==> src/rtl/bus_arbiter_pkg.sv <==
// Shared serial-bus definitions: arbiter state encoding, master IDs and the
// default slave-select width used by the master and slave ports.
package bus_arbiter_pkg;

  localparam int SLAVE_LEN_DEF = 2;

  typedef enum logic [1:0] {
    IDLE   = 2'd0,
    RX_SEL = 2'd1,
    OWNED  = 2'd2
  } state_t;

  localparam logic MASTER_1 = 1'b0;
  localparam logic MASTER_2 = 1'b1;

endpackage

==> src/rtl/bus_arbiter_sel_deserializer.sv <==
// MSB-first serial-to-parallel select receiver: start clears the bit counter,
// each shift consumes one bit, done flags the cycle carrying the last bit.
module bus_arbiter_sel_deserializer #(
  parameter int LEN = 2
) (
  input  logic           clk,
  input  logic           rst_n,
  input  logic           i_start,
  input  logic           i_shift,
  input  logic           i_bit,
  output logic [LEN-1:0] o_sel,
  output logic           o_done
);

  localparam int CNT_W = (LEN > 1) ? $clog2(LEN) : 1;
  localparam logic [CNT_W-1:0] LAST = CNT_W'(LEN - 1);

  logic [CNT_W-1:0] r_cnt;

  assign o_done = i_shift && (r_cnt == LAST);

  always_ff @(posedge clk or negedge rst_n) begin
    if (!rst_n) begin
      r_cnt <= '0;
    end else if (i_start) begin
      r_cnt <= '0;
    end else if (i_shift) begin
      r_cnt <= o_done ? '0 : r_cnt + 1'b1;
    end
  end

  // o_sel already includes the bit on the line, so the full word is usable
  // in the same cycle as o_done.
  if (LEN > 1) begin : g_multi
    logic [LEN-2:0] r_shift;
    always_ff @(posedge clk) begin
      if (i_shift) begin
        r_shift <= o_sel[LEN-2:0];
      end
    end
    assign o_sel = {r_shift, i_bit};
  end else begin : g_single
    assign o_sel = i_bit;
  end

endmodule

==> src/rtl/bus_arbiter.sv <==
// Two-master fixed-priority bus arbiter with serial slave-select reception
// and single-slot split-transaction parking/resume.
module bus_arbiter
  import bus_arbiter_pkg::*;
#(
  parameter int SLAVE_LEN  = SLAVE_LEN_DEF,
  parameter int NUM_SLAVES = 3
) (
  input  logic                  clk,
  input  logic                  reset,
  input  logic                  m1_request,
  input  logic                  m2_request,
  input  logic                  m1_slave_sel,
  input  logic                  m2_slave_sel,
  input  logic                  m1_trans_done,
  input  logic                  m2_trans_done,
  input  logic [NUM_SLAVES-1:0] split_en,
  output logic                  m1_grant,
  output logic                  m2_grant,
  output logic                  bus_busy,
  output logic                  arbitor_busy,
  output logic [SLAVE_LEN-1:0]  slave_sel,
  output logic                  master_sel,
  output logic                  sel_valid,
  output logic                  sel_error
);

  localparam logic [SLAVE_LEN:0] NUM_SLAVES_W = (SLAVE_LEN + 1)'(NUM_SLAVES);

  state_t               r_state, w_state_nxt;
  logic                 r_m1_grant, w_m1_grant_nxt;
  logic                 r_m2_grant, w_m2_grant_nxt;
  logic                 r_bus_busy, r_arb_busy;
  logic [SLAVE_LEN-1:0] r_slave_sel, w_slave_sel_nxt;
  logic                 r_master_sel, w_master_sel_nxt;
  logic                 r_sel_valid, w_sel_valid_nxt;
  logic                 r_sel_error, w_sel_error_nxt;
  logic                 r_park_vld, w_park_vld_nxt;
  logic                 r_park_master, w_park_master_nxt;
  logic [SLAVE_LEN-1:0] r_park_slave, w_park_slave_nxt;
  logic                 r_park_rel;
  logic                 w_to_idle;

  logic                  w_m1_ok, w_m2_ok, w_resume;
  logic                  w_owner_req, w_owner_done, w_owner_bit;
  logic [NUM_SLAVES-1:0] w_split_cur, w_split_park;
  logic                  w_ds_start, w_ds_shift, w_ds_done;
  logic [SLAVE_LEN-1:0]  w_ds_sel;

  function automatic logic sel_legal(input logic [SLAVE_LEN-1:0] sel,
                                     input logic park_vld,
                                     input logic [SLAVE_LEN-1:0] park_slave);
    return ({1'b0, sel} < NUM_SLAVES_W) && !(park_vld && (sel == park_slave));
  endfunction

  bus_arbiter_sel_deserializer #(.LEN(SLAVE_LEN)) u_sel_deser (
    .clk     (clk),
    .rst_n   (reset),
    .i_start (w_ds_start),
    .i_shift (w_ds_shift),
    .i_bit   (w_owner_bit),
    .o_sel   (w_ds_sel),
    .o_done  (w_ds_done)
  );

  assign w_m1_ok      = m1_request && !(r_park_vld && (r_park_master == MASTER_1));
  assign w_m2_ok      = m2_request && !(r_park_vld && (r_park_master == MASTER_2));
  assign w_owner_req  = r_master_sel ? m2_request    : m1_request;
  assign w_owner_done = r_master_sel ? m2_trans_done : m1_trans_done;
  assign w_owner_bit  = r_master_sel ? m2_slave_sel  : m1_slave_sel;
  assign w_split_cur  = split_en >> r_slave_sel;
  assign w_split_park = split_en >> r_park_slave;
  // Release is registered, so a resume starts one edge after split_en is seen low.
  assign w_resume     = r_park_vld && r_park_rel;

  always_comb begin
    w_state_nxt       = r_state;
    w_m1_grant_nxt    = r_m1_grant;
    w_m2_grant_nxt    = r_m2_grant;
    w_slave_sel_nxt   = r_slave_sel;
    w_master_sel_nxt  = r_master_sel;
    w_sel_valid_nxt   = r_sel_valid;
    w_sel_error_nxt   = 1'b0;
    w_park_vld_nxt    = r_park_vld;
    w_park_master_nxt = r_park_master;
    w_park_slave_nxt  = r_park_slave;
    w_ds_start        = 1'b0;
    w_ds_shift        = 1'b0;
    w_to_idle         = 1'b0;

    case (r_state)
      IDLE: begin
        if (w_resume) begin
          w_state_nxt      = OWNED;
          w_m1_grant_nxt   = (r_park_master == MASTER_1);
          w_m2_grant_nxt   = (r_park_master == MASTER_2);
          w_master_sel_nxt = r_park_master;
          w_slave_sel_nxt  = r_park_slave;
          w_sel_valid_nxt  = 1'b1;
          w_park_vld_nxt   = 1'b0;
        end else if (w_m1_ok || w_m2_ok) begin
          w_state_nxt      = RX_SEL;
          w_m1_grant_nxt   = w_m1_ok;
          w_m2_grant_nxt   = !w_m1_ok;
          w_master_sel_nxt = w_m1_ok ? MASTER_1 : MASTER_2;
          w_slave_sel_nxt  = '0;
          w_ds_start       = 1'b1;
        end
      end
      RX_SEL: begin
        if (!w_owner_req) begin
          w_to_idle = 1'b1;
        end else begin
          w_ds_shift = 1'b1;
          if (w_ds_done) begin
            if (sel_legal(w_ds_sel, r_park_vld, r_park_slave)) begin
              w_state_nxt     = OWNED;
              w_slave_sel_nxt = w_ds_sel;
              w_sel_valid_nxt = 1'b1;
            end else begin
              w_to_idle       = 1'b1;
              w_sel_error_nxt = 1'b1;
            end
          end
        end
      end
      OWNED: begin
        // Completion takes precedence over a same-cycle split request.
        if (w_owner_done) begin
          w_to_idle = 1'b1;
        end else if (w_split_cur[0] && !r_park_vld) begin
          w_to_idle         = 1'b1;
          w_park_vld_nxt    = 1'b1;
          w_park_master_nxt = r_master_sel;
          w_park_slave_nxt  = r_slave_sel;
        end
      end
      default: w_to_idle = 1'b1;
    endcase

    if (w_to_idle) begin
      w_state_nxt      = IDLE;
      w_m1_grant_nxt   = 1'b0;
      w_m2_grant_nxt   = 1'b0;
      w_slave_sel_nxt  = '0;
      w_master_sel_nxt = MASTER_1;
      w_sel_valid_nxt  = 1'b0;
    end
  end

  always_ff @(posedge clk or negedge reset) begin
    if (!reset) begin
      r_state       <= IDLE;
      r_m1_grant    <= 1'b0;
      r_m2_grant    <= 1'b0;
      r_bus_busy    <= 1'b0;
      r_arb_busy    <= 1'b0;
      r_slave_sel   <= '0;
      r_master_sel  <= 1'b0;
      r_sel_valid   <= 1'b0;
      r_sel_error   <= 1'b0;
      r_park_vld    <= 1'b0;
      r_park_master <= 1'b0;
      r_park_slave  <= '0;
      r_park_rel    <= 1'b0;
    end else begin
      r_state       <= w_state_nxt;
      r_m1_grant    <= w_m1_grant_nxt;
      r_m2_grant    <= w_m2_grant_nxt;
      r_bus_busy    <= (w_state_nxt != IDLE);
      r_arb_busy    <= (w_state_nxt == RX_SEL);
      r_slave_sel   <= w_slave_sel_nxt;
      r_master_sel  <= w_master_sel_nxt;
      r_sel_valid   <= w_sel_valid_nxt;
      r_sel_error   <= w_sel_error_nxt;
      r_park_vld    <= w_park_vld_nxt;
      r_park_master <= w_park_master_nxt;
      r_park_slave  <= w_park_slave_nxt;
      r_park_rel    <= r_park_vld && !w_split_park[0];
    end
  end

  assign m1_grant     = r_m1_grant;
  assign m2_grant     = r_m2_grant;
  assign bus_busy     = r_bus_busy;
  assign arbitor_busy = r_arb_busy;
  assign slave_sel    = r_slave_sel;
  assign master_sel   = r_master_sel;
  assign sel_valid    = r_sel_valid;
  assign sel_error    = r_sel_error;

endmodule

==> config.mk <==
export PLATFORM = sky130hd
export DESIGN_NAME = bus_arbiter
export DESIGN_NICKNAME = d
export VERILOG_FILES = /design/src/rtl/bus_arbiter_pkg.sv /design/src/rtl/bus_arbiter_sel_deserializer.sv /design/src/rtl/bus_arbiter.sv
export SDC_FILE = /design/constraint.sdc
export NUM_CORES = 1
export LEC_CHECK = 0
export BUFFER_PORTS_ARGS = -buffer_cell sky130_fd_sc_hd__buf_2
export CORE_UTILIZATION = 25
export DETAILED_ROUTE_END_ITERATION = 12
export PLACE_DENSITY = 0.48
export SKIP_CTS_REPAIR_TIMING = 1
export SLEW_MARGIN = 0
export SYNTH_ARGS = -nofsm -noshare
export SYNTH_HDL_FRONTEND = slang
export SYNTH_HIERARCHICAL = 1
export SYNTH_SLANG_ARGS = --single-unit
==> constraint.sdc <==
create_clock -name clk -period 5.86 [get_ports clk]
set_input_delay 0.586 -clock clk [delete_from_list [all_inputs] [get_ports clk]]
set_output_delay 0.586 -clock clk [all_outputs]
set_load 0.01 [all_outputs]
==> results.toml, run 1 <==
[floorplan]
initial_utilization_pct = 26.5
dieArea_um2 = 4190
fp.dieH_um = 64.8
die_w_um = 64.8
fp-row-count = 22
num_io_pins = 20
core_area_um2 = 3720

[route]
drc_errors = 0
routed_wl_mm = 2.21
avgRoutedWirePerCell_um = 13.1
postRouteAntennaNets = 0
first_pass_iters = 4
drt_iter0_drc = 25
num_vias = 817
vias_per_cell = 4.86

[synthesis]
avgSynthCellArea_um2 = 9.56
yosysUniqueCellTypes = 35
synth_top_area_share_pct = 40.7
synth_most_common_cell = "dfrtp_1"
seq_area_frac_synth_pct = 43.7
synth.largest_area_cell = "dfrtp_1"
synth.top_cells.by_area = "dfrtp_1 41%, mux2_2 4.6%, a21oi_1 3.6%, nand2_1 3.4%, nor2_1 3.4%"
netlist_instances = 103
yosysWarnings = 6
synth-main-ff-cell = "dfrtp_1"
synthArstFlopShare_pct = 94.1
ys_top_cells_by_count = "16 x dfrtp_1, 9 x nand2_1, 9 x nor2_1"
synth_area_um2 = 985
synth_nets = 114
ys_seq_elements = 17
synth_edf_count = 1

[sta]
fin_skew_ns = 0.00440
fin_crit_sh_pct = 44.9
rsz0062_at_grt = "false"
maxSlewViolCount = 0
hold_viol_final = 0
clock.fmax_ghz = 0.380
slew_headroom_pct = 70.2
setup_tns_ns = 0
fin_crit_ns = 2.63
worstMarginPinSlew_ns = 0.446
setup-violations-final = 0
hold_slack_ns = 0.240

[worst_setup_path]
arrival_ns = 2.78
crit_required_ns = 6.01
end_kind = "flip-flop"
criticalPathCategory = "flip-flop to flip-flop"
critPathLaunchType = "flip-flop"
worstRegToRegCells = 7
path_max_fanout = 9

[final_layout]
nFillCells = 398
diodes = 0
final_util_pct = 30.7
nets = 132
drive_above_1_share_pct = 27.5
design_area_um2 = 1140
syn_to_final_growth_pct = 16.0
final_cells = 168

[cts]
cts_buffers = 3
htreeDepth = 1
cts_sinks = 17
cts_root_buf = "clkbuf_8"
cts_tree = "yes"
clkSlewWorstSetupHoldPaths_ns = 0.07
clockBufferDepth = 2
worstSkewPairLatency_ns = 0.25

[place]
dp.cells = 164
numPortBuffers = 19
routabilityCongestion = 0.796
dp_hpwl_mm = 1.70
placed_cell_area_um2 = 1100

[grt]
overflow = 0
grt_pass1_vias = 852
track_usage_pct = 12.1
grt_antenna_before_repair = 0
grt_pass1_wl_mm = 3.88
grt_max_degree = 17

[power]
p_int_w = 0.000329
pwr-share-seq_pct = 40.2
p_comb_share_pct = 44.4
p_per_area_nw_per_um2 = 493
p_clk_share_pct = 15.4
switching_power_w = 0.000234
ir_drop_mv = 0.120
p_leak_nw = 0.554
swShare_pct = 41.5

[job]
cap_viol_max_count = 0

[hold_path]
holdCritPathClass = "input port to asynchronous set/reset pin"

[outcome]
status = "finished, final reports clean"
## flip-flops by register name (all words and copies together) (netlist names)
name / count
arbitor_busy: 1
r_park_vld: 1
slave_sel: 2
m1_grant: 1
u_sel_deser/g_multi.r_shift: 1
bus_busy: 1
r_park_slave: 2
r_park_rel: 1
r_state: 2
m2_grant: 1
sel_error: 1
sel_valid: 1
u_sel_deser/r_cnt: 1
r_park_master: 1
## cell usage in the layout (no fill, tap or decap), types with 2 or more instances in the layout
cell	n
o211a_1	3
nand2_1	9
a21oi_1	7
and2_2	2
nand4_1	2
a31oi_1	2
dfrtp_1	16
clkbuf_8	3
a22o_1	2
buf_2	19
mux2i_1	3
nor3b_1	3
nor2_1	9
inv_1	6
or3_1	2
o21ai_2	2
o21ai_0	2
and2b_2	2
o31ai_1	3
nand3b_1	2
nor3_1	2
nand2b_1	4
mux2_2	4
## power groups by stage
stage	combinational, W	sequential, W	clock, W
2_1_floorplan	0.000214	0.000210	0
3_3_place_gp	0.000251	0.000227	0
3_5_place_dp	0.000251	0.000228	0
4_1_cts	0.000252	0.000226	0.0000898
5_1_grt	0.000284	0.000237	0.0000962
6_report	0.000250	0.000226	0.0000867
## area by class of cell
type                       count  area, µm²  area share [%]
inverter                       6       22.5            1.97
sequential                    17        430            37.7
multi-input combinational     74        488            42.7
tap                           48       60.1            5.26
timing repair buffer          19       95.1            8.32
clock inverter                 1       5.00           0.438
clock buffer                   3       41.3            3.61
## stage by stage
stage | total power (W) | worst slack, ns
6_report | 0.000563 | 3.23
5_1_grt | 0.000617 | 2.99
4_1_cts | 0.000569 | 3.20
3_5_place_dp | 0.000479 | 3.16
3_3_place_gp | 0.000478 | 3.23
2_1_floorplan | 0.000424 | 3.50
## worst max-delay path, stage by stage (launching register included)
cell and delay [ns]:
dfrtp_1 0.53, mux2i_1 0.42, and2b_2 0.30, and2_2 0.19
o31ai_1 0.22, a31oi_1 0.06, or3_1 0.52, o31ai_1 0.29
## worst paths after layout
path	from	end	slack [ns]
worst max register to register	m2_grant	slave_sel[0]	3.23
min in group clk	u_sel_deser/r_cnt	u_sel_deser/r_cnt	0.54
max in group asynchronous	reset	sel_error	5.35
worst max-delay path	m2_grant	slave_sel[0]	3.23
worst min-delay path	reset	u_sel_deser/r_cnt	0.24
worst min register to register	u_sel_deser/r_cnt	u_sel_deser/r_cnt	0.54
## routing by layer
metal | GRT usage, % | part of all wire [%] | vias up | wire length (µm)
met2 | 19.1 | 47 | 17 | 1040
li1 | - | - | 399 | -
met1 | 15.9 | 48 | 396 | 1050
met5 | 0 | 0 | - | 0
met4 | 5.83 | 2.1 | 0 | 46
met3 | 2.11 | 3.4 | 5 | 76
## kinds of logic (layout without fill, tap and decap cells)
group,after synthesis,count (layout),share of synthesized area (%)
compound gates,25,25,18.3
flops,17,17,43.7
simple gates,41,41,22.7
xor+xnor,1,1,0.890
buf+inv,12,29,6.73
mux,7,7,7.62
(Power assumes the default switching activity.)
==> inputs of run 2 (changes only) <==
==> constraint.sdc (replaced) <==
create_clock -name clk -period 2.62 [get_ports clk]
set_input_delay 0.262 -clock clk [delete_from_list [all_inputs] [get_ports clk]]
set_output_delay 0.262 -clock clk [all_outputs]
set_load 0.01 [all_outputs]
==> run 2 against run 1 <==
Clock-buffer cell count unchanged. Clock power increased by 130%. Critical path depth unchanged. Clock skew increased by 0.0045 ns. Worst setup slack got worse by 3.1 ns. Combinational power increased by 140%. Flip-flop and latch count unchanged. Register-to-register slack got worse by 3.1 ns. Global-route usage increased by 0.51 points. Largest cell class unchanged. Largest power group unchanged.
==> results.toml, run 2 (synthesized netlist as in run 1, its figures left out) <==
[outcome]
status = "finished, final reports clean"

[worst_setup_path]
worstRegToRegCells = 7
path_max_fanout = 9
end_kind = "flip-flop"
cpPeakStageDelay_ns = 0.53
critPathBufInv = 0
cp_cell_sequence = "mux2i_1 > and2b_2 > and2_2 > o31ai_1 > a31oi_1 > or3_1 > o31ai_1"
path_delay_family = "simple AND/OR/NAND/NOR gates"
rrSetupSlack_ns = 0.15
r2r-start = "m2_grant"
crit_top_cell = "o31ai_1"
crit_required_ns = 2.78
criticalPathCategory = "flip-flop to flip-flop"
critPathLaunchType = "flip-flop"
cp_slowest_cell = "or3_1"
arrival_ns = 2.63
timing.rr.end = "slave_sel[1]"

[floorplan]
core_area_um2 = 3720
fp-row-count = 22
dieArea_um2 = 4190
initial_utilization_pct = 26.5
num_io_pins = 20
fp.dieH_um = 64.8
die_w_um = 64.8

[sta]
setup_ws_ns = 0.153
worstMarginPinSlew_ns = 0.420
fin_skew_ns = 0.00885
hold_viol_final = 0
slew_headroom_pct = 71.9
setup-violations-final = 0
clock.fmax_ghz = 0.405
setup_tns_ns = 0
fin_crit_sh_pct = 94.2
fin_crit_ns = 2.47
rsz0062_at_grt = "false"
maxSlewViolCount = 0

[place]
dp_slack_ns = 0.138
routabilityCongestion = 0.832
numPortBuffers = 19
dp_hpwl_mm = 1.81
dp.cells = 166

[route]
routed_wl_mm = 2.34
routedLengthMet1_mm = 1.08
first_pass_iters = 4
met3_length_um = 90
avgRoutedWirePerCell_um = 13.7
drc_errors = 0
vias_per_cell = 4.81
top_layer_used = "met4"
route.met2.wl_mm = 1.14
num_vias = 823
drt_iter0_drc = 17
postRouteAntennaNets = 0

[cts]
cts_root_buf = "clkbuf_8"
clockBufferDepth = 2
htreeDepth = 1
cts_tree = "yes"
worstSkewPairLatency_ns = 0.25
cts_sinks = 17
clkSlewWorstSetupHoldPaths_ns = 0.07
cts_buffers = 3

[hold_path]
hold_end = "r_park_rel"
holdCritPathClass = "input port to flip-flop"
min_path_cells = 3
hp-start = "split_en[2]"

[final_layout]
drive_above_1_share_pct = 28.5
syn_to_final_growth_pct = 18.6
final_common_cell = "buf_2"
nets = 135
final_cells = 171
mostFrequentLayoutCells = "19 x buf_2, 16 x dfrtp_1, 9 x nor2_1, 9 x nand2_1, 7 x a21oi_1"
diodes = 0

[grt]
grt_antenna_before_repair = 0
overflow = 0
grt_pass1_vias = 794
grt_pass1_wl_mm = 3.96
track_usage_pct = 12.7
grt_max_degree = 17

[power]
p_per_area_nw_per_um2 = 1100
p_leak_nw = 0.568
ir_drop_mv = 0.297

[job]
cap_viol_max_count = 0
==> run 2: changes by cell type in the layout (fill, tap and decap cells not counted), sizes merged <==
| cell | before | now |
|---|---|---|
| buf | 19 | 21 |
| dlygate4sd3 | 0 | 1 |
==> run 2: worst reg2reg max path, stage by stage, from the launching register on <==
cell and delay, ns:
dfrtp_1 0.52, mux2i_1 0.27, and2b_2 0.28, and2_2 0.19, o31ai_1 0.22, a31oi_1 0.07
or3_1 0.53, o31ai_1 0.30
==> run 2: report_power, final <==
group          switching [W]  total, W  internal [W]
combinational       0.000327  0.000599      0.000272
clock              0.0000910  0.000197      0.000106
sequential          0.000120  0.000493      0.000372
==> run 2: how the worst max path moves through the flow <==
| stage | start | to | slack [ns] | depth (start not counted) |
|---|---|---|---|---|
| 4_1_cts | m2_grant | slave_sel[1] | 0.15 | 7 |
| 2_1_floorplan | m2_grant | slave_sel[0] | 0.27 | 8 |
| 3_3_place_gp | m2_grant | slave_sel[1] | 0.31 | 7 |
| 3_5_place_dp | m2_grant | slave_sel[1] | 0.14 | 7 |
| 5_1_grt | m2_grant | slave_sel[1] | 0.02 | 7 |
| 6_report | m2_grant | slave_sel[1] | 0.15 | 7 |
==> run 2: cell type report <==
class                           count  area [µm²]
Sequential cell                    17         430
Clock inverter                      1        5.00
Inverter                            6        22.5
Tap cell                           48        60.1
Timing Repair Buffer               22         120
Fill cell                         403        2550
Clock buffer                        3        41.3
Multi-Input combinational cell     74         488
==> run 2: per-stage QoR <==
stage	utilization (%)	hold slack (ns)	power, W	area (µm²)
after floorplan	-	-0.0336	0.000949	985
after global placement	29.9	0.208	0.00109	1110
after detailed placement	29.9	0.212	0.00110	1110
after CTS	31.1	-0.0684	0.00130	1160
after global routing	31.4	0.346	0.00141	1170
final	31.4	0.334	0.00129	1170
==> run 2: routing by layer <==
layer  vias to the layer above  track usage [%]
li1                        407                -
met5                         -                0
met3                         2             4.05
met1                       394             16.7
met4                         0             4.17
met2                        20             19.3
==> inputs of run 3 (changes only) <==
--- a/config.mk
+++ b/config.mk
@@ -6,6 +6,7 @@
 export NUM_CORES = 1
 export LEC_CHECK = 0
 export BUFFER_PORTS_ARGS = -buffer_cell sky130_fd_sc_hd__buf_2
+export CORE_MARGIN = 3
 export CORE_UTILIZATION = 25
 export DETAILED_ROUTE_END_ITERATION = 12
 export PLACE_DENSITY = 0.48
==> run 3 against run 2 <==
Clock-buffer cell count unchanged. Core utilization fell by 0.20 points. Flip-flop and latch count unchanged. Largest cell class unchanged. Clock skew shrank 0.0078 ns. First-iteration DRC count up 82%. Maximum frequency increased by 2.1%. Wire length decreased by 2.8%. Total power decreased by 1.4%. Worst setup slack improved by 0.051 ns. Via count shrank 1.3%. Global-route usage fell by 1.8 points. Sequential power increased by 1%.
==> results.toml, run 3 (synthesized netlist as in run 1, its figures left out) <==
[hold_path]
hp-start = "split_en[2]"
holdCritPathClass = "input port to flip-flop"
min_path_cells = 3

[route]
drc_errors = 0
routed_wl_mm = 2.28
avgRoutedWirePerCell_um = 13.4
num_vias = 812
vias_per_cell = 4.78
postRouteAntennaNets = 0
drt_iter0_drc = 31
first_pass_iters = 4

[grt]
grt_antenna_before_repair = 0
track_usage_pct = 10.8
grt_pass1_wl_mm = 3.78
overflow = 0
grt_max_degree = 17
grt_pass1_vias = 824

[sta]
fin_crit_sh_pct = 92.2
worstMarginPinSlew_ns = 0.405
slew_headroom_pct = 72.9
setup-violations-final = 0
fin_crit_ns = 2.42
hold_viol_final = 0
fin_skew_ns = 0.00104
setup_ws_ns = 0.203
maxSlewViolCount = 0
rsz0062_at_grt = "false"
clock.fmax_ghz = 0.414
setup_tns_ns = 0

[place]
dp_hpwl_mm = 1.74
placed_cell_area_um2 = 1100
dp_slack_ns = 0.204
routabilityCongestion = 0.847
numPortBuffers = 19

[worst_setup_path]
worstRegToRegCells = 7
path_max_fanout = 9
cp_slowest_cell = "or3_1"
critPathLaunch = "m2_grant"
critPathLaunchType = "flip-flop"
worst-path-stages = 7
path_delay_family = "simple AND/OR/NAND/NOR gates"
cpPeakStageDelay_ns = 0.53
crit_required_ns = 2.79
crit_top_cell = "o31ai_1"
r2r-start = "m2_grant"
end_kind = "flip-flop"
arrival_ns = 2.58
cp_cell_sequence = "mux2i_1 > and2b_2 > and2_2 > o31ai_1 > a31oi_1 > or3_1 > o31ai_1"
critPathBufInv = 0
criticalPathCategory = "flip-flop to flip-flop"

[job]
cap_viol_max_count = 0

[final_layout]
final_common_cell = "buf_2"
design_area_um2 = 1160
mostFrequentLayoutCells = "19 x buf_2, 16 x dfrtp_1, 9 x nor2_1, 9 x nand2_1, 7 x a21oi_1"
nFillCells = 397
nets = 134
diodes = 0
drive_above_1_share_pct = 27.9
syn_to_final_growth_pct = 17.8

[outcome]
status = "finished, final reports clean"

[floorplan]
core_area_um2 = 3720
fp.dieH_um = 68.8
num_io_pins = 20
die_w_um = 68.8
dieArea_um2 = 4730
fp-row-count = 22
initial_utilization_pct = 26.5

[cts]
cts_root_buf = "clkbuf_8"
clockBufferDepth = 2
worstSkewPairLatency_ns = 0.26
cts_sinks = 17
cts_buffers = 3
htreeDepth = 1
clkSlewWorstSetupHoldPaths_ns = 0.07
cts_tree = "yes"

[power]
p_leak_nw = 0.563
p_per_area_nw_per_um2 = 1100
ir_drop_mv = 0.264
-- run 3: changes by cell type in the layout (fill, tap and decap cells not counted) --
cell	change
buf_4	-1
-- run 3: tightest hold or removal path, cell delays in order --
cell      delay [ns]
buf_2           0.09
nand3b_1        0.07
o211a_1         0.13
-- run 3: cell type report --
class                   instances  area (µm²)  area share (%)
multi-input cells              74         488            42.1
inverters                       6        22.5            1.94
well taps                      48        60.1            5.18
flip-flops and latches         17         430            37.1
repair buffers                 21         113            9.71
clock buffers                   3        41.3            3.56
clock inverters                 1        5.00           0.432
-- run 3: metal layers --
layer | share of wire [%] | GRT usage [%] | vias to the layer above | routed length, µm
li1 | - | - | 407 | -
met1 | 46 | 12.8 | 386 | 1060
met2 | 48 | 18.5 | 14 | 1090
met3 | 3.4 | 1.46 | 5 | 77
met4 | 2.4 | 6.57 | 0 | 55
met5 | 0 | 0 | - | 0
-- run 3: power breakdown --
part           internal [W]  leakage (nW)  total, W  switching [W]
logic              0.000264         0.320  0.000568       0.000304
registers          0.000372         0.217  0.000499       0.000127
clock network      0.000106        0.0255  0.000204      0.0000979
total              0.000742         0.563   0.00127       0.000529
-- run 3: metrics by stage --
step	std cells	utilization [%]	total power, W	hold slack (ns)
final	170	31.2	0.00127	0.331
after global placement	165	29.7	0.00108	0.208
after detailed placement	165	29.7	0.00108	0.210
after floorplan	103	-	0.000949	-0.0336
after global routing	170	31.2	0.00139	0.343
after CTS	169	30.9	0.00129	-0.0700
-- run 3: final timing paths --
kind	end	slack [ns]
setup / recovery	slave_sel[0]	0.20
min in group asynchronous	sel_error	0.44
hold reg to reg	m1_grant	0.54
setup reg to reg	slave_sel[0]	0.20
hold / removal	r_park_rel	0.33
max in group asynchronous	m1_grant	1.91
